**src/rtl/cpu_seq_ctrl_if.sv**
```systemverilog
// Control bundle between the mini-CPU sequencer (master) and its IR/PC/ACC/memory/ALU datapath (slave).
// Purely combinational wiring; handshake is the memory mem_rdy completion strobe.
interface cpu_seq_ctrl_if;
    logic       ena;
    logic [2:0] opcode;
    logic       zero;
    logic       mem_rdy;
    logic       rd;
    logic       wr;
    logic       load_ir_hi;
    logic       load_ir_lo;
    logic       inc_pc;
    logic       load_pc;
    logic       alu_stb;
    logic       load_acc;
    logic       datactl_ena;
    logic       halt;
    logic [2:0] state_dbg;

    modport master (
        input  ena, opcode, zero, mem_rdy,
        output rd, wr, load_ir_hi, load_ir_lo, inc_pc, load_pc,
               alu_stb, load_acc, datactl_ena, halt, state_dbg
    );

    modport slave (
        output ena, opcode, zero, mem_rdy,
        input  rd, wr, load_ir_hi, load_ir_lo, inc_pc, load_pc,
               alu_stb, load_acc, datactl_ena, halt, state_dbg
    );
endinterface

```
**src/rtl/cpu_seq_ctrl.sv**
```systemverilog
// Per-instruction sequencer: 2-byte fetch, decode, then operand read / store / skip; 3-5 cycles per instruction.
// Memory stalls via mem_rdy=0 hold state and strobes; ena=0 freezes state and zeroes strobes.
module cpu_seq_ctrl (
    input  logic           clk_i,
    input  logic           rst_i,
    cpu_seq_ctrl_if.master seq_io
);
    localparam logic [2:0] OP_HLT  = 3'd0;
    localparam logic [2:0] OP_SKZ  = 3'd1;
    localparam logic [2:0] OP_ADD  = 3'd2;
    localparam logic [2:0] OP_ANDD = 3'd3;
    localparam logic [2:0] OP_XORR = 3'd4;
    localparam logic [2:0] OP_LDA  = 3'd5;
    localparam logic [2:0] OP_STO  = 3'd6;
    localparam logic [2:0] OP_JMP  = 3'd7;

    typedef enum logic [2:0] {
        S_FETCH_HI = 3'd0,
        S_FETCH_LO = 3'd1,
        S_DECODE   = 3'd2,
        S_OPRD     = 3'd3,
        S_ACC      = 3'd4,
        S_STORE    = 3'd5,
        S_SKIP     = 3'd6,
        S_HALTED   = 3'd7
    } state_e;

    state_e state_q, state_d;
    logic   skip_cnt_q, skip_cnt_d;

    always_ff @(posedge clk_i) begin
        if (rst_i) begin
            state_q    <= S_FETCH_HI;
            skip_cnt_q <= 1'b0;
        end else if (seq_io.ena) begin
            state_q    <= state_d;
            skip_cnt_q <= skip_cnt_d;
        end
    end

    always_comb begin
        state_d    = state_q;
        skip_cnt_d = skip_cnt_q;
        case (state_q)
            S_FETCH_HI: if (seq_io.mem_rdy) state_d = S_FETCH_LO;
            S_FETCH_LO: if (seq_io.mem_rdy) state_d = S_DECODE;
            S_DECODE: begin
                // Unknown or undriven opcodes park the CPU rather than run garbage.
                case (seq_io.opcode)
                    OP_HLT:                          state_d = S_HALTED;
                    OP_JMP:                          state_d = S_FETCH_HI;
                    OP_SKZ:                          state_d = seq_io.zero ? S_SKIP : S_FETCH_HI;
                    OP_ADD, OP_ANDD, OP_XORR, OP_LDA: state_d = S_OPRD;
                    OP_STO:                          state_d = S_STORE;
                    default:                         state_d = S_HALTED;
                endcase
            end
            S_OPRD:  if (seq_io.mem_rdy) state_d = S_ACC;
            S_ACC:   state_d = S_FETCH_HI;
            S_STORE: if (seq_io.mem_rdy) state_d = S_FETCH_HI;
            S_SKIP: begin
                if (skip_cnt_q) begin
                    state_d    = S_FETCH_HI;
                    skip_cnt_d = 1'b0;
                end else begin
                    skip_cnt_d = 1'b1;
                end
            end
            S_HALTED: state_d = S_HALTED;
            default:  state_d = S_HALTED;
        endcase
    end

    always_comb begin
        seq_io.rd          = 1'b0;
        seq_io.wr          = 1'b0;
        seq_io.load_ir_hi  = 1'b0;
        seq_io.load_ir_lo  = 1'b0;
        seq_io.inc_pc      = 1'b0;
        seq_io.load_pc     = 1'b0;
        seq_io.alu_stb     = 1'b0;
        seq_io.load_acc    = 1'b0;
        seq_io.datactl_ena = 1'b0;
        seq_io.halt        = 1'b0;
        seq_io.state_dbg   = 3'd0;
        if (!rst_i) begin
            seq_io.halt      = (state_q == S_HALTED);
            seq_io.state_dbg = state_q;
        end
        // Strobes only fire when the sequencer is actually allowed to advance.
        if (!rst_i && seq_io.ena) begin
            case (state_q)
                S_FETCH_HI: begin
                    seq_io.rd         = 1'b1;
                    seq_io.load_ir_hi = seq_io.mem_rdy;
                    seq_io.inc_pc     = seq_io.mem_rdy;
                end
                S_FETCH_LO: begin
                    seq_io.rd         = 1'b1;
                    seq_io.load_ir_lo = seq_io.mem_rdy;
                    seq_io.inc_pc     = seq_io.mem_rdy;
                end
                S_DECODE: seq_io.load_pc = (seq_io.opcode == OP_JMP);
                S_OPRD: begin
                    seq_io.rd      = 1'b1;
                    seq_io.alu_stb = seq_io.mem_rdy;
                end
                S_ACC: seq_io.load_acc = 1'b1;
                S_STORE: begin
                    seq_io.wr          = 1'b1;
                    seq_io.datactl_ena = 1'b1;
                end
                S_SKIP:  seq_io.inc_pc = 1'b1;
                default: ;
            endcase
        end
    end
endmodule
```
**src/flat_wrapper.sv**
```systemverilog
// flat-port wrapper written by rule: the top's interface ports become plain ports
module cpu_seq_ctrl_flat 
  (clk_i, rst_i, seq_io_ena, seq_io_opcode, seq_io_zero, seq_io_mem_rdy, seq_io_rd, seq_io_wr, seq_io_load_ir_hi, seq_io_load_ir_lo, seq_io_inc_pc, seq_io_load_pc, seq_io_alu_stb, seq_io_load_acc, seq_io_datactl_ena, seq_io_halt, seq_io_state_dbg);
  cpu_seq_ctrl_if seq_io_i ();
  input  logic clk_i;
  input  logic rst_i;
  input wire logic [$bits(seq_io_i.ena)-1:0] seq_io_ena;
  input wire logic [$bits(seq_io_i.opcode)-1:0] seq_io_opcode;
  input wire logic [$bits(seq_io_i.zero)-1:0] seq_io_zero;
  input wire logic [$bits(seq_io_i.mem_rdy)-1:0] seq_io_mem_rdy;
  output wire logic [$bits(seq_io_i.rd)-1:0] seq_io_rd;
  output wire logic [$bits(seq_io_i.wr)-1:0] seq_io_wr;
  output wire logic [$bits(seq_io_i.load_ir_hi)-1:0] seq_io_load_ir_hi;
  output wire logic [$bits(seq_io_i.load_ir_lo)-1:0] seq_io_load_ir_lo;
  output wire logic [$bits(seq_io_i.inc_pc)-1:0] seq_io_inc_pc;
  output wire logic [$bits(seq_io_i.load_pc)-1:0] seq_io_load_pc;
  output wire logic [$bits(seq_io_i.alu_stb)-1:0] seq_io_alu_stb;
  output wire logic [$bits(seq_io_i.load_acc)-1:0] seq_io_load_acc;
  output wire logic [$bits(seq_io_i.datactl_ena)-1:0] seq_io_datactl_ena;
  output wire logic [$bits(seq_io_i.halt)-1:0] seq_io_halt;
  output wire logic [$bits(seq_io_i.state_dbg)-1:0] seq_io_state_dbg;
  assign seq_io_i.ena = seq_io_ena;
  assign seq_io_i.opcode = seq_io_opcode;
  assign seq_io_i.zero = seq_io_zero;
  assign seq_io_i.mem_rdy = seq_io_mem_rdy;
  assign seq_io_rd = seq_io_i.rd;
  assign seq_io_wr = seq_io_i.wr;
  assign seq_io_load_ir_hi = seq_io_i.load_ir_hi;
  assign seq_io_load_ir_lo = seq_io_i.load_ir_lo;
  assign seq_io_inc_pc = seq_io_i.inc_pc;
  assign seq_io_load_pc = seq_io_i.load_pc;
  assign seq_io_alu_stb = seq_io_i.alu_stb;
  assign seq_io_load_acc = seq_io_i.load_acc;
  assign seq_io_datactl_ena = seq_io_i.datactl_ena;
  assign seq_io_halt = seq_io_i.halt;
  assign seq_io_state_dbg = seq_io_i.state_dbg;
  cpu_seq_ctrl u_core (.clk_i(clk_i), .rst_i(rst_i), .seq_io(seq_io_i));
endmodule
```
**config.mk**
```make
export PLATFORM = sky130hd
export DESIGN_NAME = cpu_seq_ctrl_flat
export DESIGN_NICKNAME = d
export VERILOG_FILES = /design/src/rtl/cpu_seq_ctrl_if.sv /design/src/rtl/cpu_seq_ctrl.sv /design/src/flat_wrapper.sv
export SDC_FILE = /design/constraint.sdc
export NUM_CORES = 1
export LEC_CHECK = 0
export CAP_MARGIN = 20
export CORE_AREA = 5 5 42 44
export DETAILED_ROUTE_END_ITERATION = 10
export DIE_AREA = 0 0 47 49
export GPL_ROUTABILITY_DRIVEN = 0
export PLACE_DENSITY = 0.62
export RECOVER_POWER = 50
export SLEW_MARGIN = 25
export SYNTH_ARGS = -nofsm -noshare
export SYNTH_HDL_FRONTEND = slang
export SYNTH_SLANG_ARGS = --single-unit
```
**constraint.sdc**
```tcl
create_clock -name clk_i -period 1.8 [get_ports clk_i]
set_input_delay 0.54 -clock clk_i [delete_from_list [all_inputs] [get_ports clk_i]]
set_output_delay 0.54 -clock clk_i [all_outputs]
set_load 0.005 [all_outputs]
```
==> key figures, run 1 <==
Logic synthesis
  • Distinct cell type count after synthesis: 34
  • Syn Inst Count: 58
  • Flops & latches, synth: 4
  • Sequential fraction of the synthesis area: 18.9%
  • Ys Warns: 0
  • Syn_nets: 66
  • Mean Syn Cell Area: 7.31 sq um
  • Post-Synthesis Cell Area: approximately 420 sq um

CTS
  • Root Buffer: clkbuf_4
  • Clk Latency, worst-skew pair: 0.23 ns
  • TritonCTS clock tree: yes
  • H-tree depth: 1
  • Reg clk slew, reported paths: 0.04 ns
  • Inserted Clock Buffers: 3
  • Num Clock Sinks: 4
  • CTS Hold Bufs: 0
  • Max clock buf depth: 2

Flow run
  • Max-cap violations: 0

Layout
  • Syn-to-layout area delta: 107%
  • Commonest cells after routing, fill and taps aside: buf_4, buf_6, buf_2
  • Final core utilization: roughly 63%
  • # nets final: 113
  • Most common cell after layout, fill and taps aside: buf_4
  • Fraction of layout cells with a size suffix above 1: 60.2%
  • Fin area: about 880 sq um
  • Post-Layout Cell Count: 119
  • Ant diodes: 0

Routing
  • Drt pass-1 iters: 4
  • DRC: 0
  • Uppermost routed layer: met3
  • Metal2 WL: 744 microns
  • Number of vias per cell: 4.92
  • Met3 wire length: 86 microns
  • DRT iter0 DRCs: 12
  • Met1 Routed Length: approximately 640 microns
  • Wire per inst: around 12 microns
  • Via count: roughly 590
  • DRT antenna net count: 0
  • Final WL: 1480 microns

Timing
  • Final Setup Violations: 3
  • Slew HR: 82.5%
  • Worst-margin pin slew: 0.259 ns
  • Max Slew Vio Count: 0
  • Worst setup margin: -0.0521 ns
  • Tcrit/Tclk final: 103%
  • Final hold vios: 0
  • Post-layout minimum cycle time: 1.85 ns
  • Fmax: 540 MHz
  • RSZ-0062 raised after global routing: true
  • Clock skew: just under 0.0007 ns

Global route
  • Initial antenna violation count: 0
  • Global Route Usage Sum: 14.3%
  • First-pass GRT wire length: 2490 microns
  • Largest net degree at the start of global routing: 12
  • GR Overflow Total: 0
  • Vias in the first global route: around 560

Floorplanning
  • Rows: 14
  • Die ar.: between 2000 and 2500 sq um
  • Core area: 1400 sq um
  • Die height: 49 microns
  • Starting density of the core: 30.3%
  • Die X: between 40 and 50 microns
  • Boundary Pins: 21

Worst setup path
  • CP endpoint: seq_io_wr
  • Crit. Startpoint: rst_i
  • Reg2Reg Depth: 5
  • Critical Path End Type: primary output
  • Worst reg2reg endpoint: u_core.state_q[2]
  • Reg2Reg Setup Slack: between 0.15 and 0.2 ns
  • Worst-path maximum fanout: 5
  • WS Path Type: input pin to primary output
  • Worst r2r src: u_core.state_q[2]
  • Worst Path Required: 1.26 ns
  • Crit start category: input pin
  • Critical Path AT: 1.31 ns

Place
  • Placed cells: ~110
  • Placed Instance Area: roughly 780 sq um
  • Post-DP HPWL: 1090 microns
  • Port bufs: 20

Pwr
  • Pwr dens: about 390 nW/um^2
  • Peak VDD IR: around 0.28 mV
  • Lkg Pwr: ~0.00042 uW

Min path
  • Hold WC Path Type: input pin to flip-flop

Run status
  • Failing checks: setup timing
  • Status: finished with violations
## what timing repair did
item / 4_1_cts / 5_1_grt
pin swaps: 8 / 3
endpoints found under the setup margin: 13 / 7
resized for setup: 82 / 9
setup buffers: 3 / 2
## power by group
part           internal (uW)  total [uW]  switching, uW
combinational           79.0         136           56.8
clock                   74.4         108           33.7
sequential              93.3        99.5           6.22
## how the worst min path moves through the flow
| stage | startpoint | endpoint | cells past startpoint |
|---|---|---|---|
| after floorplan | u_core.skip_cnt_q | u_core.skip_cnt_q | 3 |
| after global placement | u_core.skip_cnt_q | u_core.skip_cnt_q | 3 |
| after detailed placement | u_core.skip_cnt_q | u_core.skip_cnt_q | 3 |
| after CTS | rst_i | u_core.skip_cnt_q | 2 |
| after global routing | rst_i | u_core.skip_cnt_q | 2 |
| final | rst_i | u_core.skip_cnt_q | 2 |
## layer usage
| metal | vias up | GRT usage, % |
|---|---|---|
| met4 | 0 | 5.07 |
| met3 | 0 | 3.69 |
| met5 | - | 0 |
| met2 | 18 | 22.4 |
| met1 | 265 | 18.2 |
| li1 | 302 | - |
## final cells by class
type	instances	area, sq um
flip-flops and latches	4	86.3
well taps	16	20.0
multi-input cells	45	353
repair buffers	47	383
inverters	4	15.0
fillers	132	522
clock buffers	3	22.5
## cells by family after synthesis
group                      synth area share, %
muxes                                     2.65
AOI/OAI and AO/OA                         18.9
adders and majority gates                 2.65
and+or+nand+nor                           40.1
xor gates and xnor gates                  4.13
DFF                                       18.9
buffers and inverters                     12.7
## cells in the mapped netlist (all sizes together)
cell type,instances,share of area (%)
o211ai,1,2.9
nor3b,1,1.8
nor4,1,1.5
maj3,1,2.7
mux2,1,2.7
a21oi,3,3.5
nor3,2,2.4
o22ai,1,1.5
nor2,6,5.3
dfxtp,4,19
buf,4,8.3
and3,3,5.0
inv,4,3.5
or2b,1,1.8
nand4,1,1.5
o21ai,1,1.2
a2bb2oi,1,2.1
clkbuf,1,0.88
nor2b,4,5.9
or4,1,1.8
nand2,3,2.7
nand2b,1,1.5
a31oi,1,1.5
nor4b,1,2.1
o32ai,1,2.1
o311a,1,2.4
nand3,5,7.1
a22oi,1,1.8
xnor2,2,4.1
## per-stage QoR
step | setup TNS, ns | setup slack, ns | total power (uW) | hold slack, ns
after floorplan | 0 | 0.101 | 145 | 0.537
after global placement | -10.21 | -0.864 | 223 | 0.574
after detailed placement | -10.15 | -0.821 | 223 | 0.587
after CTS | -0.0692 | -0.0627 | 338 | 0.479
after global routing | -0.291 | -0.102 | 366 | 0.499
final | -0.0573 | -0.0521 | 343 | 0.487
## worst max-delay path, cell delays in order
cell	delay (ns)
buf_8	0.11
or2b_1	0.26
inv_2	0.07
and3_4	0.17
buf_6	0.09
buf_6	0.08
## sequential cells by signal, indices dropped and copies added (netlist names)
signal / flops
u_core.state_q: 3
u_core.skip_cnt_q: 1
(Power assumes the default switching activity.)
==> run 2: changes to the inputs <==
ABC_AREA = 1   (was default)
CORE_AREA = 2 2 39 41   (was 5 5 42 44)
DIE_AREA = 0 0 41 43   (was 0 0 47 49)
==> run 2 against run 1 <==
The flow now finishes without violations. Register-to-register slack improved by 0.33 ns. Final area fell by 2.3%. Critical path depth fell by 1. Largest power group unchanged. Critical path type unchanged. Final cell count rose by 23%. Largest cell class unchanged. Flip-flop and latch count did not move. Clock power barely moved.
==> key figures, run 2 <==
Pwr
  • Peak VDD IR: 0.464 mV
  • Pwr dens: 383 nW/um^2
  • Lkg Pwr: between 0.0004 and 0.0005 uW

Timing
  • Slew HR: 87.1%
  • Max Slew Vio Count: 0
  • Fmax: 568 MHz
  • Clock skew: slightly below 0.0009 ns
  • Tcrit/Tclk final: 97.8%
  • Final hold vios: 0
  • Final Setup Violations: 0
  • Post-Route Setup TNS: 0 ns
  • Smallest hold slack: roughly 0.57 ns
  • Worst-margin pin slew: between 0.15 and 0.2 ns
  • Post-layout minimum cycle time: 1.76 ns

Logic synthesis
  • Sequential fraction of the synthesis area: 18.9%
  • Cell accounting for the most synthesized area: nand2_1
  • Count leader, synth: nand2_1
  • Ys Warns: 0
  • Post-Synthesis Cell Area: 423 sq um
  • Syn_nets: 88
  • Flops & latches, synth: 4
  • Synth top area cells: nand2_1, dfxtp_1, nor2_1
  • Ys flop type: dfxtp_1
  • Synth top area share: 21.3%
  • Mean Syn Cell Area: 5.29 sq um
  • Syn Inst Count: 80
  • Top cells by count, synth: nand2_1, nor2_1, nand3_1, inv_1, dfxtp_1
  • Number of flops mapped to enable cells by yosys: 0
  • Asr flop ratio synth: 0%
  • Distinct cell type count after synthesis: 16

Routing
  • Final WL: 1470 microns
  • Drt pass-1 iters: 4
  • DRT antenna net count: 0
  • DRT iter0 DRCs: 12
  • Wire per inst: 10.1 microns
  • Via count: 642
  • Number of vias per cell: 4.40
  • DRC: 0

Global route
  • Global Route Usage Sum: 19.2%
  • Initial antenna violation count: 0
  • First-pass GRT wire length: 2320 microns
  • Largest net degree at the start of global routing: 7
  • Vias in the first global route: 627
  • GR Overflow Total: 0

CTS
  • TritonCTS clock tree: yes
  • H-tree depth: 1
  • Clk Latency, worst-skew pair: 0.23 ns
  • Num Clock Sinks: 4
  • Root Buffer: clkbuf_4
  • Reg clk slew, reported paths: around 0.040 ns
  • Max clock buf depth: 2
  • Inserted Clock Buffers: 3

Floorplanning
  • Die height: 43 microns
  • Starting density of the core: 30.6%
  • Die ar.: 1760 sq um
  • Die X: 41 microns
  • Rows: 14
  • Boundary Pins: 21
  • Core area: 1380 sq um

Layout
  • Syn-to-layout area delta: 103%
  • Max FFs per register: 3
  • Fraction of layout cells with a size suffix above 1: 47.7%
  • Ant diodes: 0
  • Most common cell after layout, fill and taps aside: buf_4
  • Largest registers: u_core.state_q: 3 flops, u_core.skip_cnt_q: 1 flops
  • Final core utilization: 62.1%
  • Filler Cell Count: 152
  • Commonest cells after routing, fill and taps aside: buf_4, nand2_1, nor2_1
  • Post-Layout Cell Count: 146
  • # nets final: 140
  • Most flops, register: u_core.state_q

Worst setup path
  • Worst-path maximum fanout: 4
  • Critical Path End Type: primary output
  • Crit start category: input pin
  • Critical Path AT: 1.22 ns
  • WS Path Type: input pin to primary output
  • Worst Path Required: approximately 1.3 ns

Min path
  • Hold WC Path Type: flip-flop to flip-flop

Place
  • Port bufs: 20
  • Post-DP HPWL: 1130 microns
  • Placed cells: about 140

Flow run
  • Max-cap violations: 0

Run status
  • Status: complete, no violations
## run 2: cell count changes in the layout (fill, tap and decap cells not counted), moves of 5 or more
| cell | before | now |
|---|---|---|
| nand2_1 | 2 | 24 |
| nor2_1 | 4 | 11 |
| buf_6 | 7 | 1 |
| nand3_1 | 4 | 10 |
| buf_4 | 21 | 26 |
## run 2: logic make-up (layout without fill, tap and decap cells)
logic type,after synthesis,in the layout,synth area share (%)
xor+xnor,1,1,2.07
compound gates,3,3,3.55
buf+inv,12,62,11.5
flops,4,4,18.9
simple gates,60,60,63.9
## run 2: metal layers
layer / global-route usage, % / vias up / share of wire (%)
li1: - / 352 / -
met5: 0 / - / 0
met1: 20.6 / 276 / 41
met3: 6.28 / 0 / 4.5
met4: 8.00 / 0 / 0
met2: 32.2 / 14 / 55
## run 2: report_power, final
part	total, uW	switching [uW]	internal (uW)
sequential	96.9	4.04	92.9
clock	109	34.7	74.5
combinational	123	59.3	63.5
total	329	98.0	231
## run 2: cell type report
| type | instances | area, sq um | area share, % |
|---|---|---|---|
| sequential | 4 | 83.8 | 9.75 |
| timing repair buffer | 48 | 352 | 40.9 |
| tap | 16 | 20.0 | 2.33 |
| inverter | 11 | 43.8 | 5.09 |
| multi-input combinational | 64 | 338 | 39.3 |
| clock buffer | 3 | 22.5 | 2.62 |
## run 2: repair_timing
item                       CTS  global route
setup endpoints to repair   13             8
hold buffers                 0             0
resized for setup           50            14
pin swaps                    3             3
setup buffers                5             0
## run 2: metrics by stage
stage / instance area (sq um) / total power (uW) / setup slack [ns]
CTS: 865 / 334 / 0.000543
detailed placement: 808 / 213 / -0.861
floorplan: 423 / 141 / 0.184
global placement: 808 / 212 / -0.765
global route: 860 / 354 / -0.000807
finish: 860 / 329 / 0.0395
## run 2: worst paths after layout
| kind | startpoint | to | slack, ns | cells after the start |
|---|---|---|---|---|
| worst max-delay path | rst_i | seq_io_rd | 0.04 | 5 |
| worst min-delay path | u_core.skip_cnt_q | u_core.skip_cnt_q | 0.57 | 2 |
| worst max register to register | u_core.state_q[2] | u_core.state_q[0] | 0.50 | 9 |
| worst min register to register | u_core.skip_cnt_q | u_core.skip_cnt_q | 0.57 | 2 |
## run 2: critical path, cell delays in order
cell,delay [ns]
buf_2,0.12
nor2_4,0.15
inv_2,0.09
nor2_1,0.11
clkdlybuf4s15_1,0.21
